File: src/rtl/term_inj_arbiter.sv
// rtl/term_inj_arbiter.sv - round-robin burst arbiter feeding one mesh terminal input port
//
// Several requester FIFOs (first-word-fall-through) share one mesh terminal input.
// A round-robin FSM grants one requester at a time for up to MAX_BURST packets.
// Packets pass through a one-entry output register toward the mesh.
//
// Ports:
//   clk            clock, rising edge
//   reset          asynchronous active-high reset
//   req_pndng      per-requester non-empty flags
//   req_data       per-requester head packets, slice i = [i*PCKG_SZ +: PCKG_SZ]
//   req_pop        one-hot-or-zero pop strobe back to the requesters (combinational)
//   data_out_i_in  registered packet toward the mesh
//   pndng_i_in     registered valid toward the mesh
//   popin          mesh consumed the presented packet this cycle
//   grant_id       index of the current or last granted requester
//   grant_cnt      (ARB_STATS_EN only) per-requester 16-bit saturating load counters
//
// Optional feature macro: ARB_STATS_EN
module term_inj_arbiter #(
  parameter int NUM_REQ   = 4,
  parameter int PCKG_SZ   = 40,
  parameter int MAX_BURST = 4
) (
  input  logic                         clk,
  input  logic                         reset,
  input  logic [NUM_REQ-1:0]           req_pndng,
  input  logic [NUM_REQ*PCKG_SZ-1:0]   req_data,
  output logic [NUM_REQ-1:0]           req_pop,
  output logic [PCKG_SZ-1:0]           data_out_i_in,
  output logic                         pndng_i_in,
  input  logic                         popin,
  output logic [$clog2(NUM_REQ)-1:0]   grant_id
`ifdef ARB_STATS_EN
  ,
  output logic [NUM_REQ*16-1:0]        grant_cnt
`endif
);

  localparam int IW = $clog2(NUM_REQ);
  localparam logic [7:0] MAX_B = 8'(MAX_BURST);

  typedef enum logic {IDLE, BURST} state_e;

  state_e               state_q, state_d;
  logic [IW-1:0]        ptr_q, ptr_d;
  logic [IW-1:0]        gid_q, gid_d;
  logic [7:0]           cnt_q, cnt_d;
  logic                 valid_q, valid_d;
  logic [PCKG_SZ-1:0]   data_q, data_d;

  logic                 grant_act;
  logic [IW-1:0]        grant_idx;
  logic                 win_found;
  logic [IW-1:0]        win_idx;
  logic [IW-1:0]        cand;
  logic                 slot_free;
  logic                 load;

  // Round-robin search: first pending requester strictly after ptr_q, with wrap.
  always_comb begin
    win_found = 1'b0;
    win_idx   = '0;
    cand      = '0;
    for (int k = 1; k <= NUM_REQ; k++) begin
      cand = IW'((int'(ptr_q) + k) % NUM_REQ);
      if (!win_found && req_pndng[cand]) begin
        win_found = 1'b1;
        win_idx   = cand;
      end
    end
  end

  always_comb begin
    state_d   = state_q;
    ptr_d     = ptr_q;
    gid_d     = gid_q;
    cnt_d     = cnt_q;
    grant_act = 1'b0;
    grant_idx = gid_q;
    slot_free = !valid_q || popin;

    case (state_q)
      IDLE: begin
        if (win_found) begin
          grant_act = 1'b1;
          grant_idx = win_idx;
          gid_d     = win_idx;
          cnt_d     = 8'd0;
          state_d   = BURST;
        end
      end
      BURST: begin
        // Release costs one bubble cycle: no load while handing back to IDLE.
        if (cnt_q == MAX_B || !req_pndng[gid_q]) begin
          ptr_d   = gid_q;
          state_d = IDLE;
        end else begin
          grant_act = 1'b1;
        end
      end
      default: state_d = IDLE;
    endcase

    load = grant_act && req_pndng[grant_idx] && slot_free;
    if (load) cnt_d = cnt_d + 8'd1;

    valid_d = valid_q;
    data_d  = data_q;
    if (load) begin
      valid_d = 1'b1;
      data_d  = req_data[int'(grant_idx)*PCKG_SZ +: PCKG_SZ];
    end else if (popin) begin
      valid_d = 1'b0;
    end

    // Gated by reset so the strobe drops the instant reset asserts.
    req_pop = '0;
    if (load && !reset) req_pop[grant_idx] = 1'b1;
  end

  always_ff @(posedge clk or posedge reset) begin
    if (reset) begin
      state_q <= IDLE;
      ptr_q   <= IW'(NUM_REQ - 1);
      gid_q   <= '0;
      cnt_q   <= '0;
      valid_q <= 1'b0;
      data_q  <= '0;
    end else begin
      state_q <= state_d;
      ptr_q   <= ptr_d;
      gid_q   <= gid_d;
      cnt_q   <= cnt_d;
      valid_q <= valid_d;
      data_q  <= data_d;
    end
  end

  assign data_out_i_in = data_q;
  assign pndng_i_in    = valid_q;
  assign grant_id      = gid_q;

`ifdef ARB_STATS_EN
  logic [15:0] stat_q [NUM_REQ];

  always_ff @(posedge clk or posedge reset) begin
    if (reset) begin
      for (int i = 0; i < NUM_REQ; i++) stat_q[i] <= '0;
    end else if (load && stat_q[grant_idx] != 16'hFFFF) begin
      stat_q[grant_idx] <= stat_q[grant_idx] + 16'd1;
    end
  end

  for (genvar gi = 0; gi < NUM_REQ; gi++) begin : g_stat
    assign grant_cnt[gi*16 +: 16] = stat_q[gi];
  end
`endif

endmodule
File: config.mk
export PLATFORM = sky130hd
export DESIGN_NAME = term_inj_arbiter
export DESIGN_NICKNAME = d
export VERILOG_FILES = /design/src/rtl/term_inj_arbiter.sv
export SDC_FILE = /design/constraint.sdc
export NUM_CORES = 1
export LEC_CHECK = 0
export ABC_AREA = 1
export BUFFER_PORTS_ARGS = -buffer_cell sky130_fd_sc_hd__buf_2
export CORE_UTILIZATION = 47
export CTS_CLUSTER_SIZE = 16
export DETAILED_ROUTE_END_ITERATION = 6
export MAX_ROUTING_LAYER = met4
export PLACE_DENSITY = 0.87
export SLEW_MARGIN = 20
export SYNTH_ARGS = -nofsm -noshare
export SYNTH_HDL_FRONTEND = slang
export SYNTH_SLANG_ARGS = --single-unit
File: constraint.sdc
create_clock -name clk -period 3.2 [get_ports clk]
set_clock_uncertainty 0.2 [all_clocks]
set_input_delay 0.32 -clock clk [delete_from_list [all_inputs] [get_ports clk]]
set_output_delay 0.32 -clock clk [all_outputs]
set_load 0.01 [all_outputs]
# Word level (Yosys, flattened, before mapping)
# Index checks and enable logic that the tools add are counted.
[classes] addsub=5 multipliers=1 order_cmp=7 n_eq_ne=1 shifts=1 muxes=33 bitwise=1 n_reduce_logical=17
[ops] operator="$shiftx 160x9->40" count=1
[ops] operator="$mux 8" count=3
[ops] operator="$lt 2x3->1 const B" count=6
[ops] operator="$mux 1" count=15
[ops] operator="$bmux 1 s2" count=6
[ops] operator="$mux 2" count=6
[ops] operator="$add 8x1->8 const B" count=1
[ops] operator="$eq 8x3->1 const B" count=1
[ops] operator="$logic_and 1x1->1" count=7
[ops] operator="$logic_not 1->1" count=6
[ops] operator="$mul 2x3->5 const B" count=1
[ops] operator="$add 2x1->2 const B" count=2
[ops] operator="$add 2x2->2 const B" count=2
[ops] operator="$mux 4" count=1
[ops] operator="$demux 1 s2" count=1
[ops] operator="$ge 2x1->1 const B" count=1
[ops] operator="$logic_or 1x1->1" count=2
[ops] operator="$pmux 1 s2" count=1
[ops] operator="$reduce_and 2->1" count=1
[ops] operator="$reduce_bool 2->1" count=1
[ops] operator="$not 1->1" count=1
[totals] reg_bits=54 input_bits=167 out_inout_bits=47 elab_cells=72

# Depth between registers and ports, before layout
[depth] word_depth=21 mapped_depth=20 depth_no_buf=17

# Worst setup path before layout
# No wires, ideal clock.
[synth_path] path_kind="input -> output" from="in reset" to="out req_pop[0]" arrival_ns=2.089 t_required_ns=2.680 path_slack_ns=0.591 stages=3 n_path_buf=0 cell_sequence="inv_1 > nand2_1 > nor3_1"
[synth_via] elab_chain_cells=3
[synth_rtl] item="from (decl)" line_no="26" source="input logic reset,"
[synth_rtl] item="$logic_not 1->1 (no line)"
[synth_rtl] item="$logic_and 1x1->1" line_no="119" source="if (load && !reset) req_pop[grant_idx] = 1'b1;"
[synth_rtl] item="$mux 4" line_no="119"
[synth_rtl] item="to (decl)" line_no="29" source="output logic [NUM_REQ-1:0] req_pop,"
# Every way passes these cells.

# Worst setup path in the final report
[layout_path] from="reg ptr_q[0]" to="out req_pop[1]"
[layout_via] elab_cells_between_ends=41 cone_classes="add/sub: 4; order compare: 2; mux: 25; reduce/logical: 10"
[layout_lines] item="from (decl)" line_no="46" source="logic [IW-1:0] ptr_q, ptr_d;"
[layout_lines] item="from (signal assigned)" line_no="125" source="ptr_q <= IW'(NUM_REQ - 1);"
[layout_lines] item="from (signal assigned)" line_no="132" source="ptr_q <= ptr_d;"
[layout_lines] item="$add 2x1->2" line_no="66" source="cand = IW'((int'(ptr_q) + k) % NUM_REQ);"
[layout_lines] item="$bmux 1 s2" line_no="67" source="if (!win_found && req_pndng[cand]) begin"
[layout_lines] item="$mux 1 (not written as such)" line_no="67"
[layout_lines] item="$mux 1" line_no="67"
[layout_lines] item="$logic_not 1->1" line_no="67"
[layout_lines] item="$logic_and 1x1->1" line_no="67"
[layout_lines] item="$mux 1" line_no="67"
[layout_lines] item="$logic_not 1->1" line_no="67"
[layout_lines] item="[... 3 more ...]"
[layout_lines] item="$logic_and 1x1->1" line_no="67"
[layout_lines] item="$mux 1 *" line_no="67"
[layout_lines] item="$mux 1 *" line_no="85" source="if (win_found) begin"
[layout_lines] item="$pmux 1 s2 *" line_no="83" source="case (state_q)"
[layout_lines] item="named net grant_act" line_no="52" source="logic grant_act;"
[layout_lines] item="$logic_and 1x1->1 * (2 in a row)" line_no="105" source="load = grant_act && req_pndng[grant_idx] && slot_free;"
[layout_lines] item="$logic_and 1x1->1 *" line_no="119"
[layout_lines] item="$mux 4 *" line_no="119"
# The timed path passes the listed nets; every way through them passes the cells marked *. The select of a mux whose other input is x is not followed.

==> results.json <==
{
  "finalNonFillerCells": 1017,
  "antenna-diode-count": 0,
  "wl_um": 12410,
  "swShare_pct": 55.86,
  "grt_setup_unrepaired": "true",
  "final_core_utilization_pct": 62.47,
  "power_report.internal_total_w": 0.002917,
  "drv_cap": 0,
  "ant_nets": 0,
  "power_density_nw_per_um2": 1219,
  "worstSkewPairLatency_ns": 0.31,
  "number_of_antenna_violations_at_the_first_check_in_global_routing": 0,
  "reg2reg_slack_ns": 0.54,
  "final_net_count": 1076,
  "seqPwrFrac_pct": 18.2,
  "die_w_um": 96.52,
  "yosys.area.top_type_share_pct": 40.76,
  "drt_iter0_drc": 225,
  "synth_top_flop_cell": "sky130_fd_sc_hd__dfrtp_1",
  "netlist_top_cells_count": "sky130_fd_sc_hd__nand2_1, sky130_fd_sc_hd__nand3_1, sky130_fd_sc_hd__dfrtp_1",
  "synthSimpleGateAreaFrac_pct": 56.47,
  "grt_first_pass_wirelength_um": 19420,
  "ctsLongestPathBuffers": 2,
  "vdd_ir_drop_max_uv": 953.8,
  "core_sq_um": 8678,
  "timing.critical_path.mode_cell": "sky130_fd_sc_hd__nand2_1",
  "final_period_minus_worst_setup_slack_ns": 3.025,
  "postLayoutCellArea_sq_um": 5421,
  "drt_drc_violations_left": 0,
  "leakagePower_nw": 3.465,
  "buffer_ports.inserted": 213,
  "yosys_warnings": 0,
  "firstDrtPassIters": 4,
  "synth_compound_area_share_pct": 1.579,
  "worst_hold_slack_ns": -0.005615,
  "top_layer": "met4",
  "timing.critical_path.required_ns": 2.68,
  "critical_path_arrival_ns": 2.51,
  "syn_nets": 881,
  "detailroute.wirelength.met3_um": 793,
  "power.switching_w": 0.003692,
  "filler_cell_count": 861,
  "htree_num_levels": 2,
  "wirelength_met1_um": 5434,
  "postSynthAreaPerCell_sq_um": 5.889,
  "drt-vias-per-instance": 4.996,
  "number_of_flops_mapped_to_enable_cells_by_yosys": 0,
  "netlist_instances": 713,
  "grt_util_all_layers_pct": 27.45,
  "yosys_register_bits": 54,
  "hold_path_class": "input pin to asynchronous set/reset pin",
  "syn-cell-area_sq_um": 4199,
  "end_kind": "output pin",
  "maxSlewViolCount": 0,
  "detailedPlacementHpwl_um": 9261,
  "place_congestion": 0.9017,
  "most_instantiated_library_cell_after_synthesis": "sky130_fd_sc_hd__nand2_1",
  "max_stage_delay_ns": 0.64,
  "worst_slew_pin_slew_ns": 0.6698,
  "max-slew-margin-rel_pct": 55.34,
  "wl_met2_um": 5953,
  "start_util_pct": 48.39,
  "design.die.area_sq_um": 9316,
  "critical_path.n_buffers_inverters": 3,
  "first_global_vias": 4266,
  "ys_types": 31,
  "yosys.area.top_type": "sky130_fd_sc_hd__nand2_1",
  "hold_viol": 11,
  "p_total_w": 0.006609,
  "crit_path_cell_trace": "inv_4 > nand2_1 > nand2_1 > nor2_1 > nor2_2 > nand3_4 > nand2_8 > o21ai_1 > nand2_4 > clkinv_1 > nand2_1 > nor3_1 > buf_2",
  "postLayoutSetupSlackWorst_ns": 0.1747,
  "cts_tree": "yes",
  "die_h_um": 96.52,
  "async_flop_share_pct": 100.0,
  "pin_count": 214,
  "cts-buffers-inserted": 5,
  "synth_area_leaders": "sky130_fd_sc_hd__nand2_1, sky130_fd_sc_hd__dfrtp_1, sky130_fd_sc_hd__nand3_1",
  "grt_start_max_net_pins": 81,
  "syn2layout_area_growth_pct": 29.11,
  "synth_sequential_area_ratio_pct": 32.24,
  "share_of_cells_above_drive_strength_1_pct": 28.93,
  "grt_remaining_overflow": 0,
  "clock_sinks": 54,
  "placed_cell_area_sq_um": 5285,
  "power.share.combinational_pct": 75.8,
  "cts.clk_slew.worst_paths_ns": 0.10,
  "critical_path_class": "flop to output pin",
  "adder_cell_share_of_the_synthesized_area_pct": 0.2980,
  "fp-row-count": 34,
  "routedWlPerCell_um": 12.20,
  "combinational_family_with_the_most_area_after_synthesis": "simple AND/OR/NAND/NOR gates",
  "place_ws_ns": 0.3623,
  "muxShareOfSynthArea_pct": 0,
  "timing.final.crit_share_pct": 94.54,
  "clock_power_share_pct": 6.0,
  "critical_path_peak_fanout": 9,
  "route.vias.total": 5081,
  "report.final.setup_viol": 0,
  "dp.cells": 1004,
  "worst_path_dominant_cell_family": "simple AND/OR/NAND/NOR gates",
  "cts-root-buf": "sky130_fd_sc_hd__clkbuf_8",
  "worst_path_slowest_cell": "sky130_fd_sc_hd__dfstp_2",
  "outcome": "complete, but fails checks",
  "clock.fmax_mhz": 330.5,
  "violations_in_the_final_reports": "hold timing",
  "synthXorXnorAreaFrac_pct": 1.043,
  "setup.worst_path.start_class": "flop"
}
timing repair:
item,4_1_cts,5_1_grt
hold buffers,0,0
setup buffers,0,5
gates resized for setup,0,1
endpoints found under the setup margin,0,4
power groups by stage:
stage / logic, W / clock network [W] / registers, W
2_1_floorplan: 0.00375 / 0 / 0.00129
3_3_place_gp: 0.00489 / 0 / 0.00121
3_5_place_dp: 0.00494 / 0 / 0.00121
4_1_cts: 0.00495 / 0.000410 / 0.00120
5_1_grt: 0.00572 / 0.000437 / 0.00124
6_report: 0.00501 / 0.000398 / 0.00120
cell usage in the layout (no fill, tap or decap), types with 2 or more instances in the layout:
| master | synthesis | layout |
|---|---|---|
| sky130_fd_sc_hd__a21oi_1 | 2 | 2 |
| sky130_fd_sc_hd__buf_12 | 0 | 3 |
| sky130_fd_sc_hd__buf_2 | 22 | 213 |
| sky130_fd_sc_hd__buf_4 | 1 | 15 |
| sky130_fd_sc_hd__clkbuf_8 | 0 | 5 |
| sky130_fd_sc_hd__dfrtp_1 | 52 | 52 |
| sky130_fd_sc_hd__dfstp_2 | 2 | 2 |
| sky130_fd_sc_hd__inv_1 | 19 | 18 |
| sky130_fd_sc_hd__inv_2 | 3 | 4 |
| sky130_fd_sc_hd__inv_4 | 2 | 2 |
| sky130_fd_sc_hd__nand2_1 | 456 | 455 |
| sky130_fd_sc_hd__nand2_2 | 4 | 4 |
| sky130_fd_sc_hd__nand2_4 | 2 | 3 |
| sky130_fd_sc_hd__nand3_1 | 87 | 87 |
| sky130_fd_sc_hd__nand4_1 | 2 | 2 |
| sky130_fd_sc_hd__nor2_1 | 10 | 10 |
| sky130_fd_sc_hd__nor2_2 | 2 | 2 |
| sky130_fd_sc_hd__nor2_4 | 3 | 3 |
| sky130_fd_sc_hd__nor3_1 | 4 | 4 |
| sky130_fd_sc_hd__nor4_1 | 2 | 2 |
| sky130_fd_sc_hd__o21ai_0 | 5 | 5 |
| sky130_fd_sc_hd__xor2_1 | 4 | 4 |
worst min-delay path: stages:
cell	delay, ns
sky130_fd_sc_hd__buf_2	0.10
sky130_fd_sc_hd__inv_2	0.05
sky130_fd_sc_hd__buf_4	0.53
state kept, by name (all words and copies together), names as in the netlist:
register,count
cnt_q,8
data_out_i_in,40
grant_id,2
pndng_i_in,1
ptr_q,2
state_q,1
cells by family (layout without fill, tap and decap cells):
kind of cell,count (synthesis),after routing
DFF,54,54
AOI/OAI and AO/OA,10,10
xor gates and xnor gates,5,5
and+or+nand+nor,575,575
adders and majority gates,1,1
buffers and inverters,68,264
path summary, 6_finish.rpt:
check,start,end,cells past startpoint
min in group clk,req_data[97],data_out_i_in[17],7
worst max-delay path,ptr_q[0],req_pop[1],13
max in group asynchronous,reset,data_out_i_in[36],3
worst min-delay path,reset,data_out_i_in[38],3
worst max register to register,ptr_q[0],data_out_i_in[20],17
worst min register to register,data_out_i_in[18],data_out_i_in[18],2
cell type report:
class / count / area (sq um) / area share [%]
multi-input combinational: 591 / 2501 / 46.13
sequential: 54 / 1354 / 24.97
timing repair buffer: 231 / 1239 / 22.85
tap: 108 / 135.1 / 2.493
inverter: 25 / 98.84 / 1.823
clock buffer: 5 / 68.82 / 1.269
clock inverter: 3 / 25.02 / 0.4616
metrics by stage:
stage               hold slack, ns  setup TNS, ns
floorplan                   0.2865              0
global placement            0.2569              0
detailed placement          0.2597              0
CTS                        0.02343              0
global route               0.06503       -0.09400
finish                   -0.005615              0
layer usage:
metal  up-vias  global-route usage [%]
li1       2587                       -
met1      2282                   35.37
met2       189                   44.95
met3        23                   4.147
met4         0                   7.721
met5         -                       -
No activity file was read; power rests on OpenSTA's default activity.
